**src/rtl/apb2axi_rd_collector_if.sv**
```systemverilog
// R-channel, directory-lookup and FIFO-push bundle for apb2axi_rd_collector.
// slave  : the collector's view (consumes R beats, pushes FIFO entries).
// master : the surrounding fabric's view (drives R beats, owns the FIFOs).
interface apb2axi_rd_collector_if #(
  parameter int AXI_DATA_W = 64,
  parameter int AXI_ID_W   = 4,
  parameter int TAG_W      = 4,
  parameter int RDF_W      = TAG_W + AXI_DATA_W + 3,
  parameter int CPL_W      = TAG_W + 12
);

  // AXI R channel
  logic                  rvalid;
  logic                  rready;
  logic [AXI_ID_W-1:0]   rid;
  logic [AXI_DATA_W-1:0] rdata;
  logic [1:0]            rresp;
  logic                  rlast;

  // Directory lookup
  logic [TAG_W-1:0]      lkp_tag;
  logic [7:0]            lkp_len;

  // Read data FIFO push
  logic                  rdf_valid;
  logic                  rdf_ready;
  logic [RDF_W-1:0]      rdf_entry;

  // Completion FIFO push
  logic                  cpl_valid;
  logic                  cpl_ready;
  logic [CPL_W-1:0]      cpl_entry;

  modport slave (
    input  rvalid, rid, rdata, rresp, rlast,
    output rready,
    output lkp_tag,
    input  lkp_len,
    output rdf_valid, rdf_entry,
    input  rdf_ready,
    output cpl_valid, cpl_entry,
    input  cpl_ready
  );

  modport master (
    output rvalid, rid, rdata, rresp, rlast,
    input  rready,
    input  lkp_tag,
    output lkp_len,
    input  rdf_valid, rdf_entry,
    output rdf_ready,
    input  cpl_valid, cpl_entry,
    output cpl_ready
  );

endinterface

```
**src/rtl/apb2axi_rd_collector.sv**
```systemverilog
// apb2axi_rd_collector: read-response collection stage of the APB2AXI converter.
// Tags each accepted R beat into a read-data FIFO entry and, on rlast, emits
// one completion entry with the merged (worst) response, error flag and beat
// count tracked per tag.
// Optional feature macro: APB2AXI_RD_LEN_CHECK_EN -- when defined, the error
// flag of a completion also reports a beat count that disagrees with the
// directory's AXI len for that tag (early or late rlast).
module apb2axi_rd_collector #(
  parameter int AXI_DATA_W = 64,
  parameter int AXI_ID_W   = 4,
  parameter int TAG_W      = 4,
  parameter int RDF_W      = TAG_W + AXI_DATA_W + 3,
  parameter int CPL_W      = TAG_W + 12
) (
  input  logic                   clk,
  input  logic                   rst,
  apb2axi_rd_collector_if.slave  bus
);

  localparam int NTAG = 1 << TAG_W;

  typedef struct packed {
    logic [TAG_W-1:0]      tag;
    logic [AXI_DATA_W-1:0] data;
    logic                  last;
    logic [1:0]            resp;
  } rdf_entry_t;

  typedef struct packed {
    logic                  is_write;
    logic [TAG_W-1:0]      tag;
    logic [1:0]            resp;
    logic                  error;
    logic [7:0]            num_beats;
  } completion_entry_t;

  // Per-tag burst state
  logic [7:0]        beat_cnt_q   [NTAG];
  logic [1:0]        worst_resp_q [NTAG];

  // Output stages
  logic              rdf_valid_q;
  rdf_entry_t        rdf_entry_q;
  logic              cpl_valid_q;
  completion_entry_t cpl_entry_q;

  // Combinational datapath
  logic [TAG_W-1:0]  tag;
  logic [7:0]        cur_cnt;
  logic [1:0]        cur_worst;
  logic [1:0]        merged;
  logic [7:0]        cnt_sat;
  logic              len_err;
  logic              rdf_free;
  logic              cpl_free;
  logic              rready;
  logic              accept;
  logic              accept_last;
  rdf_entry_t        rdf_d;
  completion_entry_t cpl_d;

`ifndef APB2AXI_RD_LEN_CHECK_EN
  // Directory length is only consumed by the length check.
  logic unused_lkp_len;
  assign unused_lkp_len = ^bus.lkp_len;
`endif

  // Lookup, response merge, readiness and next-entry formation.
  always_comb begin
    tag       = bus.rid[TAG_W-1:0];
    cur_cnt   = beat_cnt_q[tag];
    cur_worst = worst_resp_q[tag];
    // DECERR > SLVERR > EXOKAY > OKAY matches plain unsigned ordering.
    merged    = (bus.rresp > cur_worst) ? bus.rresp : cur_worst;
    cnt_sat   = (cur_cnt == 8'hFF) ? 8'hFF : cur_cnt + 8'd1;

    len_err   = 1'b0;
`ifdef APB2AXI_RD_LEN_CHECK_EN
    // beat_cnt+1 != lkp_len+1 reduces to beat_cnt != lkp_len; comparing the
    // unincremented values keeps a full 256-beat burst (len 255) error-free.
    len_err   = (cur_cnt != bus.lkp_len);
`endif

    rdf_free    = !rdf_valid_q || bus.rdf_ready;
    cpl_free    = !cpl_valid_q || bus.cpl_ready;
    // Held low while reset is asserted; follows the equation right after.
    rready      = !rst && rdf_free && (!bus.rlast || cpl_free);
    accept      = bus.rvalid && rready;
    accept_last = accept && bus.rlast;

    rdf_d.tag  = tag;
    rdf_d.data = bus.rdata;
    rdf_d.last = bus.rlast;
    rdf_d.resp = bus.rresp;

    cpl_d.is_write  = 1'b0;
    cpl_d.tag       = tag;
    cpl_d.resp      = merged;
    cpl_d.error     = merged[1] || len_err;
    cpl_d.num_beats = cnt_sat;
  end

  // Per-tag beat counter and worst response; cleared when a burst completes.
  always_ff @(posedge clk or posedge rst) begin
    if (rst) begin
      for (int unsigned i = 0; i < NTAG; i++) begin
        beat_cnt_q[i]   <= '0;
        worst_resp_q[i] <= '0;
      end
    end else if (accept) begin
      if (bus.rlast) begin
        beat_cnt_q[tag]   <= '0;
        worst_resp_q[tag] <= '0;
      end else begin
        beat_cnt_q[tag]   <= cnt_sat;
        worst_resp_q[tag] <= merged;
      end
    end
  end

  // Read-data stage: reload on accept (even while draining), else drain.
  always_ff @(posedge clk or posedge rst) begin
    if (rst) begin
      rdf_valid_q <= 1'b0;
      rdf_entry_q <= '0;
    end else if (accept) begin
      rdf_valid_q <= 1'b1;
      rdf_entry_q <= rdf_d;
    end else if (bus.rdf_ready) begin
      rdf_valid_q <= 1'b0;
    end
  end

  // Completion stage: reload on an accepted last beat, else drain.
  always_ff @(posedge clk or posedge rst) begin
    if (rst) begin
      cpl_valid_q <= 1'b0;
      cpl_entry_q <= '0;
    end else if (accept_last) begin
      cpl_valid_q <= 1'b1;
      cpl_entry_q <= cpl_d;
    end else if (bus.cpl_ready) begin
      cpl_valid_q <= 1'b0;
    end
  end

  assign bus.rready    = rready;
  assign bus.lkp_tag   = tag;
  assign bus.rdf_valid = rdf_valid_q;
  assign bus.rdf_entry = rdf_entry_q;
  assign bus.cpl_valid = cpl_valid_q;
  assign bus.cpl_entry = cpl_entry_q;

endmodule

```
**src/flat_wrapper.sv**
```systemverilog
// flat-port wrapper written by rule: the top's interface ports become plain ports
module apb2axi_rd_collector_flat 
#(
  parameter int AXI_DATA_W = 64,
  parameter int AXI_ID_W   = 4,
  parameter int TAG_W      = 4,
  parameter int RDF_W      = TAG_W + AXI_DATA_W + 3,
  parameter int CPL_W      = TAG_W + 12
)
  (clk, rst, bus_rvalid, bus_rid, bus_rdata, bus_rresp, bus_rlast, bus_rready, bus_lkp_tag, bus_lkp_len, bus_rdf_valid, bus_rdf_entry, bus_rdf_ready, bus_cpl_valid, bus_cpl_entry, bus_cpl_ready);
  apb2axi_rd_collector_if #(.AXI_DATA_W(AXI_DATA_W), .AXI_ID_W(AXI_ID_W), .TAG_W(TAG_W), .RDF_W(RDF_W), .CPL_W(CPL_W)) bus_i ();
  input  logic clk;
  input  logic rst;
  input wire logic [$bits(bus_i.rvalid)-1:0] bus_rvalid;
  input wire logic [$bits(bus_i.rid)-1:0] bus_rid;
  input wire logic [$bits(bus_i.rdata)-1:0] bus_rdata;
  input wire logic [$bits(bus_i.rresp)-1:0] bus_rresp;
  input wire logic [$bits(bus_i.rlast)-1:0] bus_rlast;
  output wire logic [$bits(bus_i.rready)-1:0] bus_rready;
  output wire logic [$bits(bus_i.lkp_tag)-1:0] bus_lkp_tag;
  input wire logic [$bits(bus_i.lkp_len)-1:0] bus_lkp_len;
  output wire logic [$bits(bus_i.rdf_valid)-1:0] bus_rdf_valid;
  output wire logic [$bits(bus_i.rdf_entry)-1:0] bus_rdf_entry;
  input wire logic [$bits(bus_i.rdf_ready)-1:0] bus_rdf_ready;
  output wire logic [$bits(bus_i.cpl_valid)-1:0] bus_cpl_valid;
  output wire logic [$bits(bus_i.cpl_entry)-1:0] bus_cpl_entry;
  input wire logic [$bits(bus_i.cpl_ready)-1:0] bus_cpl_ready;
  assign bus_i.rvalid = bus_rvalid;
  assign bus_i.rid = bus_rid;
  assign bus_i.rdata = bus_rdata;
  assign bus_i.rresp = bus_rresp;
  assign bus_i.rlast = bus_rlast;
  assign bus_rready = bus_i.rready;
  assign bus_lkp_tag = bus_i.lkp_tag;
  assign bus_i.lkp_len = bus_lkp_len;
  assign bus_rdf_valid = bus_i.rdf_valid;
  assign bus_rdf_entry = bus_i.rdf_entry;
  assign bus_i.rdf_ready = bus_rdf_ready;
  assign bus_cpl_valid = bus_i.cpl_valid;
  assign bus_cpl_entry = bus_i.cpl_entry;
  assign bus_i.cpl_ready = bus_cpl_ready;
  apb2axi_rd_collector #(.AXI_DATA_W(AXI_DATA_W), .AXI_ID_W(AXI_ID_W), .TAG_W(TAG_W), .RDF_W(RDF_W), .CPL_W(CPL_W)) u_core (.clk(clk), .rst(rst), .bus(bus_i));
endmodule
```
**config.mk**
```make
export PLATFORM = sky130hd
export DESIGN_NAME = apb2axi_rd_collector_flat
export DESIGN_NICKNAME = d
export VERILOG_FILES = /design/src/rtl/apb2axi_rd_collector_if.sv /design/src/rtl/apb2axi_rd_collector.sv /design/src/flat_wrapper.sv
export SDC_FILE = /design/constraint.sdc
export NUM_CORES = 1
export LEC_CHECK = 0
export ABC_AREA = 1
export CORE_MARGIN = 1.5
export CORE_UTILIZATION = 55
export CTS_CLUSTER_DIAMETER = 150
export DETAILED_ROUTE_END_ITERATION = 6
export GPL_TIMING_DRIVEN = 0
export PLACE_DENSITY = 0.84
export SETUP_SLACK_MARGIN = 0.1
export SKIP_CTS_REPAIR_TIMING = 1
export SYNTH_ARGS = -nofsm -noshare
export SYNTH_HDL_FRONTEND = slang
export SYNTH_SLANG_ARGS = --single-unit
```
**constraint.sdc**
```tcl
create_clock -name clk -period 16.2 [get_ports clk]
set_input_delay 3.24 -clock clk [delete_from_list [all_inputs] [get_ports clk]]
set_output_delay 3.24 -clock clk [all_outputs]
set_load 0.02 [all_outputs]
```
==> run metrics <==
post-synth top area share=0.529; cell count of the worst reg-to-reg path=13; synth warn=0; clk buf depth=3; top post-synthesis cells by count=nand2_1 (827), dfrtp_1 (247), o21ai_0 (53), inv_1 (46), nand3_1 (43); worst vdd ir=0.0899 mV; Post-Syn Instances=1,463; IO buf count=167; setup_tns=0 ps; Via density=5.50; Final #Nets=1,747; Arr. time, crit path=4890 ps; global-route wire length before repair=55,400 um; RSZ-0062 raised after global routing=no; drt total wl=35,300 um; drt first pass iters=6; Initial DRC Count=1,029; critical path class=primary input to output pin; Worst R2R Start=u_core.worst_resp_q[7]; fin crit share=0.502; layout cells sized above 1=0.106; Routed WL per cell=18.1 um; final setup skew=28.9 ps; Clock transition at path regs=60 ps; number of remaining DRC errors=0; clock network latency to the later pin of the worst-skew pair=540 ps; syn nets=1,551; grt total ovfl=0; Hold Path Origin=u_core.beat_cnt_q[14]; die footprint=22,100 um^2; Synth area leader=dfrtp_1; count leader, synth=nand2_1; Synth Area in Compound Gates=0.0658; final setup margin=8070 ps; max_slew headroom=0.462; Main synth FF type=dfrtp_1; IO Pins=178; critical path capture point type=output pin; Mapped Area=11,700 um^2; largest net degree at the start of global routing=136; Total GRT Usage=0.324; Post-Synth Adder-Cell Area=0.00429; register area share after synthesis=0.529; CTS root buffer=clkbuf_16; dpl ws=8070 ps; flop2flop setup slack=13,400 ps; Num CTS Buffers=26; design area=14,600 um^2; row count=53; Die Span Y=149 um; initial antenna violation count=0; number of synthesized flops with an enable pin=0; placed cell area=13,700 um^2; mux share of post-synthesis cell area=0; Syn-to-layout area delta=25.2%; Hold Path Stages=2; CP required=12,960 ps; P_leak=0.00761 uW; CTS Sinks=247; Filler cells=1,575; CP Launch Type=primary input; Post-Synth XOR/XNOR Area=0.000750; Power Density=111 nW/um^2; FMAX=0.123 GHz; Initial Utilization=0.559; Period minus WS final=8130 ps; status=complete, no violations; via count of the routed design=10.7k; routability congestion estimate=0.925; Cell variety after synth=38; largest family of logic cells by synthesized area=simple AND/OR/NAND/NOR gates; Avg Inst Size Synth=7.98 um^2; worst slew pin tran=807 ps; max_cap viols=0; Hold Fails Final Rpt=0; H-tree depth=1; critical path fanouts, max=5; vias in the first global route=10.7k; DP Wirelength=24,100 um; core area=20,900 um^2; Die X=149 um; worst flop-to-flop path endpoint=u_core.worst_resp_q[12]; simple-gate share of the synthesized area=0.338; worst-case hold slack=477 ps; Async S/R FF share, synth=1.00; Final ANT Viol Nets=0; Yosys reg bits=247; main area contributors after synthesis=dfrtp_1 (53%), nand2_1 (27%), o21ai_2 (2.4%), o21ai_0 (2.3%), nand3_1 (1.8%); HP Class=flop to flop; final setup violation count=0; Inserted Diodes=0; WHS Endpoint=u_core.beat_cnt_q[14]; Slew Limit Fails=0; TritonCTS clock tree=done
[where the power goes]
part	switching (uW)	internal, uW
Clock	244	372
Sequential	35.0	676
Combinational	174	126
Total	453	1170
[cell usage in the layout, fill, tap and decap left out, types with 4 or more instances in the layout]
master	Yosys	layout
inv_1	46	45
nand3_2	11	11
inv_2	7	7
clkbuf_16	0	27
a22oi_1	12	12
buf_1	5	5
buf_6	12	12
nor2_2	7	7
buf_4	18	18
clkbuf_1	31	34
nand3_1	43	43
o21ai_1	15	15
ha_1	4	4
dfrtp_1	247	247
nand2_2	18	18
nand2_1	827	827
clkdlybuf4s50_1	0	167
o21ai_2	32	32
clkbuf_8	0	12
nand3_4	4	4
o21ai_0	53	53
nand4_1	10	10
buf_2	8	8
nor2_1	28	28
[worst max-delay path, stage by stage]
cell and delay, ps:
clkdlybuf4s50_1 600, a211oi_2 380, clkdlybuf4s50_1 660
[through the flow]
stage	total power [uW]	cells	utilization
finish	1630	1952	0.700
global route	1680	1952	0.700
floorplan	873	1463	-
CTS	1630	1952	0.700
detailed placement	1020	1906	0.657
global placement	1010	1905	0.655
[worst max-delay path by stage]
| stage | start | end | depth (start not counted) |
|---|---|---|---|
| floorplan | rst | u_core.beat_cnt_q[0] | 1 |
| global placement | rst | u_core.beat_cnt_q[83] | 2 |
| detailed placement | bus_rlast | bus_rready | 3 |
| CTS | bus_rlast | bus_rready | 3 |
| global route | bus_rlast | bus_rready | 3 |
| finish | bus_rlast | bus_rready | 3 |
[routing by layer]
layer,vias to the layer above,part of all wire,wire length [um],track usage
met2,629,0.47,16600,0.528
met4,0,0.045,1600,0.156
met1,5040,0.37,13200,0.411
met3,126,0.11,3860,0.0709
met5,-,0,0,0
li1,4936,-,-,-
[flip-flops by register name, indices dropped and copies added, names as in the netlist]
register / cells
u_core.bus.cpl_entry: 14
u_core.beat_cnt_q: 128
u_core.bus.cpl_valid: 1
u_core.worst_resp_q: 32
u_core.bus.rdf_valid: 1
u_core.bus.rdf_entry: 71
[area by class of cell]
cell class | instances | area [um^2] | area share
repair buffers | 168 | 1700 | 0.116
multi-input cells | 1082 | 4780 | 0.327
plain buffers | 77 | 495 | 0.0339
inverters | 57 | 229 | 0.0157
flip-flops and latches | 247 | 6180 | 0.423
well taps | 275 | 344 | 0.0235
clock buffers | 42 | 852 | 0.0583
clock inverters | 4 | 45.0 | 0.00308
[cells by family (layout without fill, tap and decap cells)]
| logic type | count (synthesis) | count (layout) |
|---|---|---|
| simple gates | 957 | 957 |
| buf+inv | 134 | 348 |
| compound gates | 119 | 119 |
| flops | 247 | 247 |
| xor+xnor | 1 | 1 |
| fa+ha+maj | 4 | 4 |
| other cells | 1 | 1 |
Power figures use the tool's default switching activity.
